$ cat config.mk
export PLATFORM = sky130hd
export DESIGN_NAME = lcd_write_arbiter
export DESIGN_NICKNAME = d
export VERILOG_FILES = /design/src/rtl/lcd_write_arbiter.sv
export SDC_FILE = /design/constraint.sdc
export NUM_CORES = 1
export LEC_CHECK = 0
export BUFFER_PORTS_ARGS = -buffer_cell sky130_fd_sc_hd__buf_2
export CORE_MARGIN = 4
export CORE_UTILIZATION = 50
export DETAILED_ROUTE_END_ITERATION = 6
export HOLD_SLACK_MARGIN = 0.05
export PLACE_DENSITY = 0.8
export SETUP_SLACK_MARGIN = 0.4
export SYNTH_ARGS = -nofsm -noshare
export SYNTH_HDL_FRONTEND = slang
export SYNTH_SLANG_ARGS = --single-unit
$ cat constraint.sdc
create_clock -name clock -period 5.8 [get_ports clock]
set_input_delay 0.58 -clock clock [delete_from_list [all_inputs] [get_ports clock]]
set_output_delay 0.58 -clock clock [all_outputs]
set_load 0.005 [all_outputs]
$ cat src/rtl/lcd_write_arbiter.sv
// Two-producer write arbiter for the LCD character port: per-producer FIFOs,
// round-robin selection and an enforced idle gap after every issued write.

module lcd_char_fifo #(
    parameter int DEPTH = 4
) (
    input  logic                       clock,
    input  logic                       resetn,
    input  logic                       push,
    input  logic [7:0]                 din,
    input  logic                       pop,
    input  logic                       ovf_clr,
    output logic [7:0]                 head,
    output logic [$clog2(DEPTH):0]     count,
    output logic                       full,
    output logic                       empty,
    output logic                       ovf
);
    localparam int PW = $clog2(DEPTH);
    localparam logic [PW:0] FULL_CNT = (PW+1)'(DEPTH);

    logic [7:0]    mem [DEPTH];
    logic [PW-1:0] wr_ptr;
    logic [PW-1:0] rd_ptr;
    logic          accept;
    logic          drop;

    // Acceptance looks only at the registered count, so a push into a full
    // FIFO is dropped even when a pop frees a slot on the same edge.
    assign accept = push && (count != FULL_CNT);
    assign drop   = push && (count == FULL_CNT);
    assign full   = (count == FULL_CNT);
    assign empty  = (count == '0);
    assign head   = mem[rd_ptr];

    always_ff @(posedge clock or negedge resetn) begin
        if (!resetn) begin
            wr_ptr <= '0;
            rd_ptr <= '0;
            count  <= '0;
            ovf    <= 1'b0;
        end else begin
            if (accept) begin
                wr_ptr <= wr_ptr + 1'b1;
            end
            if (pop) begin
                rd_ptr <= rd_ptr + 1'b1;
            end
            if (accept && !pop) begin
                count <= count + 1'b1;
            end else if (!accept && pop) begin
                count <= count - 1'b1;
            end
            if (drop) begin
                ovf <= 1'b1;
            end else if (ovf_clr) begin
                ovf <= 1'b0;
            end
        end
    end

    always_ff @(posedge clock) begin
        if (accept) begin
            mem[wr_ptr] <= din;
        end
    end
endmodule

module lcd_write_arbiter #(
    parameter int DEPTH      = 4,
    parameter int GAP_CYCLES = 16
) (
    input  logic       clock,
    input  logic       resetn,
    input  logic       cpu_we,
    input  logic [7:0] cpu_data,
    input  logic       kbd_we,
    input  logic [7:0] kbd_data,
    input  logic       ovf_clr,
    output logic       cpu_full,
    output logic       kbd_full,
    output logic       cpu_ovf,
    output logic       kbd_ovf,
    output logic       lcd_write_en,
    output logic [7:0] lcd_write_data,
    output logic       busy,
    output logic       state_dbg
);
    localparam int PW  = $clog2(DEPTH);
    localparam int GCW = $clog2(GAP_CYCLES + 1);

    typedef enum logic {
        IDLE = 1'b0,
        GAP  = 1'b1
    } state_t;

    typedef enum logic {
        GRANT_CPU = 1'b0,
        GRANT_KBD = 1'b1
    } grant_t;

    state_t         state;
    state_t         next_state;
    grant_t         last_grant;
    logic [GCW-1:0] gap_cnt;
    logic [GCW-1:0] next_gap;
    logic           cpu_pop;
    logic           kbd_pop;
    logic [7:0]     cpu_head;
    logic [7:0]     kbd_head;
    logic [PW:0]    cpu_count;
    logic [PW:0]    kbd_count;
    logic           cpu_empty;
    logic           kbd_empty;

    lcd_char_fifo #(.DEPTH(DEPTH)) u_cpu_fifo (
        .clock   (clock),
        .resetn  (resetn),
        .push    (cpu_we),
        .din     (cpu_data),
        .pop     (cpu_pop),
        .ovf_clr (ovf_clr),
        .head    (cpu_head),
        .count   (cpu_count),
        .full    (cpu_full),
        .empty   (cpu_empty),
        .ovf     (cpu_ovf)
    );

    lcd_char_fifo #(.DEPTH(DEPTH)) u_kbd_fifo (
        .clock   (clock),
        .resetn  (resetn),
        .push    (kbd_we),
        .din     (kbd_data),
        .pop     (kbd_pop),
        .ovf_clr (ovf_clr),
        .head    (kbd_head),
        .count   (kbd_count),
        .full    (kbd_full),
        .empty   (kbd_empty),
        .ovf     (kbd_ovf)
    );

    // When both FIFOs hold data, the requester that did not win last goes next.
    always_comb begin
        next_state = state;
        next_gap   = gap_cnt;
        cpu_pop    = 1'b0;
        kbd_pop    = 1'b0;
        case (state)
            IDLE: begin
                if (!cpu_empty && (kbd_empty || last_grant == GRANT_KBD)) begin
                    cpu_pop = 1'b1;
                end else if (!kbd_empty) begin
                    kbd_pop = 1'b1;
                end
                if (cpu_pop || kbd_pop) begin
                    next_state = GAP;
                    next_gap   = GCW'(GAP_CYCLES);
                end
            end
            GAP: begin
                next_gap = gap_cnt - 1'b1;
                if (gap_cnt == GCW'(1)) begin
                    next_state = IDLE;
                end
            end
            default: begin
                next_state = IDLE;
            end
        endcase
    end

    always_ff @(posedge clock or negedge resetn) begin
        if (!resetn) begin
            state          <= IDLE;
            gap_cnt        <= '0;
            last_grant     <= GRANT_KBD;
            lcd_write_en   <= 1'b0;
            lcd_write_data <= 8'h00;
        end else begin
            state        <= next_state;
            gap_cnt      <= next_gap;
            lcd_write_en <= cpu_pop || kbd_pop;
            if (cpu_pop) begin
                lcd_write_data <= cpu_head;
                last_grant     <= GRANT_CPU;
            end else if (kbd_pop) begin
                lcd_write_data <= kbd_head;
                last_grant     <= GRANT_KBD;
            end
        end
    end

    assign busy      = (state != IDLE) || (cpu_count != '0) || (kbd_count != '0);
    assign state_dbg = state;
endmodule

==> metrics.md <==
| Metric | Value |
|---|---|
| Max-cap violations | `0` |
| Total GRT Usage | `0.157` |
| Post-Place Worst Slack | `3.29 ns` |
| Slew Limit Headroom | `0.525` |
| RSZ-0062 raised after global routing | `false` |
| Clock Sinks | `96` |
| Tmin final | `2.53 ns` |
| Yosys cell types | `35` |
| Cell Area, Synth | `0.00394 mm^2` |
| Final Max Slew Viols | `0` |
| Outcome | `completed` |
| Core ar. | `0.00769 mm^2` |
| Dpl hpwl | `4840 um` |
| I/O Buffers | `35` |
| Cell Area, Placed | `0.00422 mm^2` |
| Area delta synth->final | `11.6%` |
| DR vias | `2093` |
| TritonCTS Buffers | `9` |
| Largest net degree at the start of global routing | `33` |
| WL/cell | `17.5 um` |
| Initial antenna violation count | `0` |
| Fill count | `603` |
| CTS root buf | `clkbuf_8` |
| Max clock buf depth | `2` |
| Leak pwr | `1.66 nW` |
| Post-CTS setup buffer count | `0` |
| Largest stage delay on the critical path | `0.46 ns` |
| Worst Path Required | `6.05 ns` |
| Fin. Hold Viols | `0` |
| FFs w/ async S/R, synth | `0.333` |
| DRT antenna net count | `0` |
| Final Instance Area | `0.00440 mm^2` |
| CTS H-tree depth | `3` |
| Footprint of the multi-input gates | `0.00113 mm^2` |
| Post-DR vias/cell | `5.39` |
| CTS Hold Bufs | `0` |
| Row cnt | `32` |
| Syn_area_per_cell | `16.3 um^2` |
| Post-Syn Nets | `277` |
| Final Skew | `0.00805 ns` |
| Initial DRC count | `107` |
| Critical path capture point type | `flip-flop` |
| CTS resizes | `0` |
| Power Dens Cells | `491 mW/mm^2` |
| Register area | `0.00272 mm^2` |
| Slowest CP cell | `dfrtp_1` |
| Peak VDD IR | `0.228 mV` |
| Synth Flop Type | `edfxtp_1` |
| Drt pass-1 iters | `4` |
| Number of synthesized flops with an enable pin | `64` |
| Worst Path Arrival | `2.78 ns` |
| Crit Path Max Fanout | `7` |
| Worst setup SP type | `flip-flop` |
| Actual slew at the worst max-slew pin | `0.712 ns` |
| Die Y | `96.8 um` |
| Die W | `96.8 um` |
| Final worst slack | `3.27 ns` |
| Sequential area share after synthesis | `0.691` |
| Layout cells sized above 1 | `0.262` |
| Die Area | `0.00937 mm^2` |
| Vias in the first global route | `2213` |
| Min-Delay Path Class | `primary input to asynchronous set/reset pin` |
| Final WL | `6790 um` |
| Starting Density | `0.513` |
| Final global-route overflow total | `0` |
| Critical path, cell by cell | `or3_4 -> a211oi_4 -> inv_2 -> ha_1 -> inv_1 -> fa_1 -> mux2_2` |
| Total chip power | `0.00216 W` |
| Max Clk Rate | `395 MHz` |
| Syn Inst Count | `242` |
| Clock transition at path regs | `0.10 ns` |
| Syn. warnings | `0` |
| #FFs+latches synth | `96` |
| Layout net count | `316` |
| Final Wtd Congestion | `0.725` |
| CTS tree | `built` |
| Final setup TNS | `0 ns` |
| Crit path kind | `flip-flop to flip-flop` |
| First-pass GRT wire length | `11300 um` |
| Number of setup violations in the final report | `0` |
| Antenna Cells | `0` |
| Tcrit/Tclk final | `0.436` |
| Worst-skew pair later-pin latency | `0.36 ns` |
| # DRC | `0` |
| Ports | `36` |
==> state kept, by name (all words and copies together) (netlist names), 2 cells and up <==
signal and count:
u_kbd_fifo.rd_ptr 2, gap_cnt 5, u_cpu_fifo.wr_ptr 2, lcd_write_data 8
u_kbd_fifo.count 3, u_cpu_fifo.count 3, u_kbd_fifo.mem 32, u_kbd_fifo.wr_ptr 2
u_cpu_fifo.rd_ptr 2, u_cpu_fifo.mem 32
==> kinds of logic (layout without fill, tap and decap cells) <==
group                    after synthesis  count (layout)  share of synthesized area
AO/OA/AOI/OAI                         33              33                     0.0533
XOR/XNOR                              13              13                     0.0289
adder cells (fa/ha/maj)               14              14                     0.0482
buffers and inverters                 23              67                     0.0228
flip-flops                            96              96                      0.691
multiplexers                          19              19                     0.0997
AND/OR/NAND/NOR                       44              44                     0.0562
==> power breakdown <==
part	total [W]	internal [W]	switching (W)
clock	0.000409	0.000165	0.000244
combinational	0.000638	0.000320	0.000318
sequential	0.00111	0.000942	0.000172
total	0.00216	0.00143	0.000735
==> path summary, 6_finish.rpt <==
path / slack [ns] / from / depth (start not counted) / to
max: 3.27 / u_kbd_fifo.count[0] / 7 / u_cpu_fifo.count[1]
min: 0.26 / resetn / 1 / u_cpu_fifo.ovf
max reg2reg: 3.27 / u_kbd_fifo.count[0] / 7 / u_cpu_fifo.count[1]
min reg2reg: 0.48 / lcd_write_data[5] / 2 / lcd_write_data[5]
max in group asynchronous: 5.07 / resetn / 1 / lcd_write_en
min in group clock: 0.42 / ovf_clr / 2 / u_cpu_fifo.ovf
==> synthesized netlist by cell type, types with 3 or more instances <==
master     n  share of area
nor2_1     7         0.0067
xor2_1     6          0.013
o22ai_1    9          0.014
nand2_1   18          0.017
dfrtp_1   31           0.20
buf_2      3         0.0038
o21ai_1    5         0.0063
xnor2_1    7          0.016
edfxtp_1  64           0.49
and2_1     8          0.013
inv_1     14          0.013
ha_1      12          0.038
nor3_1     3         0.0038
mux4_2    16          0.091
o21ai_0   11          0.014
nor3b_1    3         0.0057
==> cells in the final DEF, fill, tap and decap left out, drive strengths merged <==
cell type / instances
dfstp: 1
a31oi: 1
nand3: 1
edfxtp: 64
nor2b: 2
a22o: 1
inv: 19
xor2: 6
clkbuf: 9
nor3: 3
o21ai: 17
a21bo: 1
buf: 35
and2: 8
o31ai: 1
or3: 2
a21oi: 1
nor3b: 3
nor2: 7
mux4: 16
xnor2: 7
ha: 12
mux2: 2
fa: 2
mux2i: 1
dfrtp: 31
o22ai: 9
clkinv: 4
nand2: 18
a211oi: 2
==> critical path, delay by kind of cell, from the launching register on <==
kind,cells,cell delay [ns]
AO/OA/AOI/OAI,1,0.44
adder cells (fa/ha/maj),2,0.62
buffers and inverters,2,0.21
flip-flops,1,0.46
multiplexers,1,0.27
AND/OR/NAND/NOR,1,0.43
==> layout make-up <==
type | instances | share of cell area
Clock buffer | 9 | 0.0281
Clock inverter | 7 | 0.0139
Inverter | 16 | 0.0136
Multi-Input combinational cell | 123 | 0.256
Sequential cell | 96 | 0.619
Tap cell | 102 | 0.0290
Timing Repair Buffer | 35 | 0.0398
==> per-stage QoR <==
stage / util / hold slack (ns) / instances
2_1_floorplan: - / 0.284 / 242
3_3_place_gp: 0.548 / 0.458 / 372
3_5_place_dp: 0.548 / 0.467 / 372
4_1_cts: 0.572 / 0.284 / 388
5_1_grt: 0.572 / 0.326 / 388
6_report: 0.572 / 0.265 / 388
==> layer usage <==
metal,GRT usage,share of wire,up-vias
li1,-,-,972
met1,0.208,0.45,1072
met2,0.255,0.50,37
met3,0.0274,0.032,12
met4,0.0691,0.022,0
met5,0,0,-
Power figures use the tool's default switching activity.
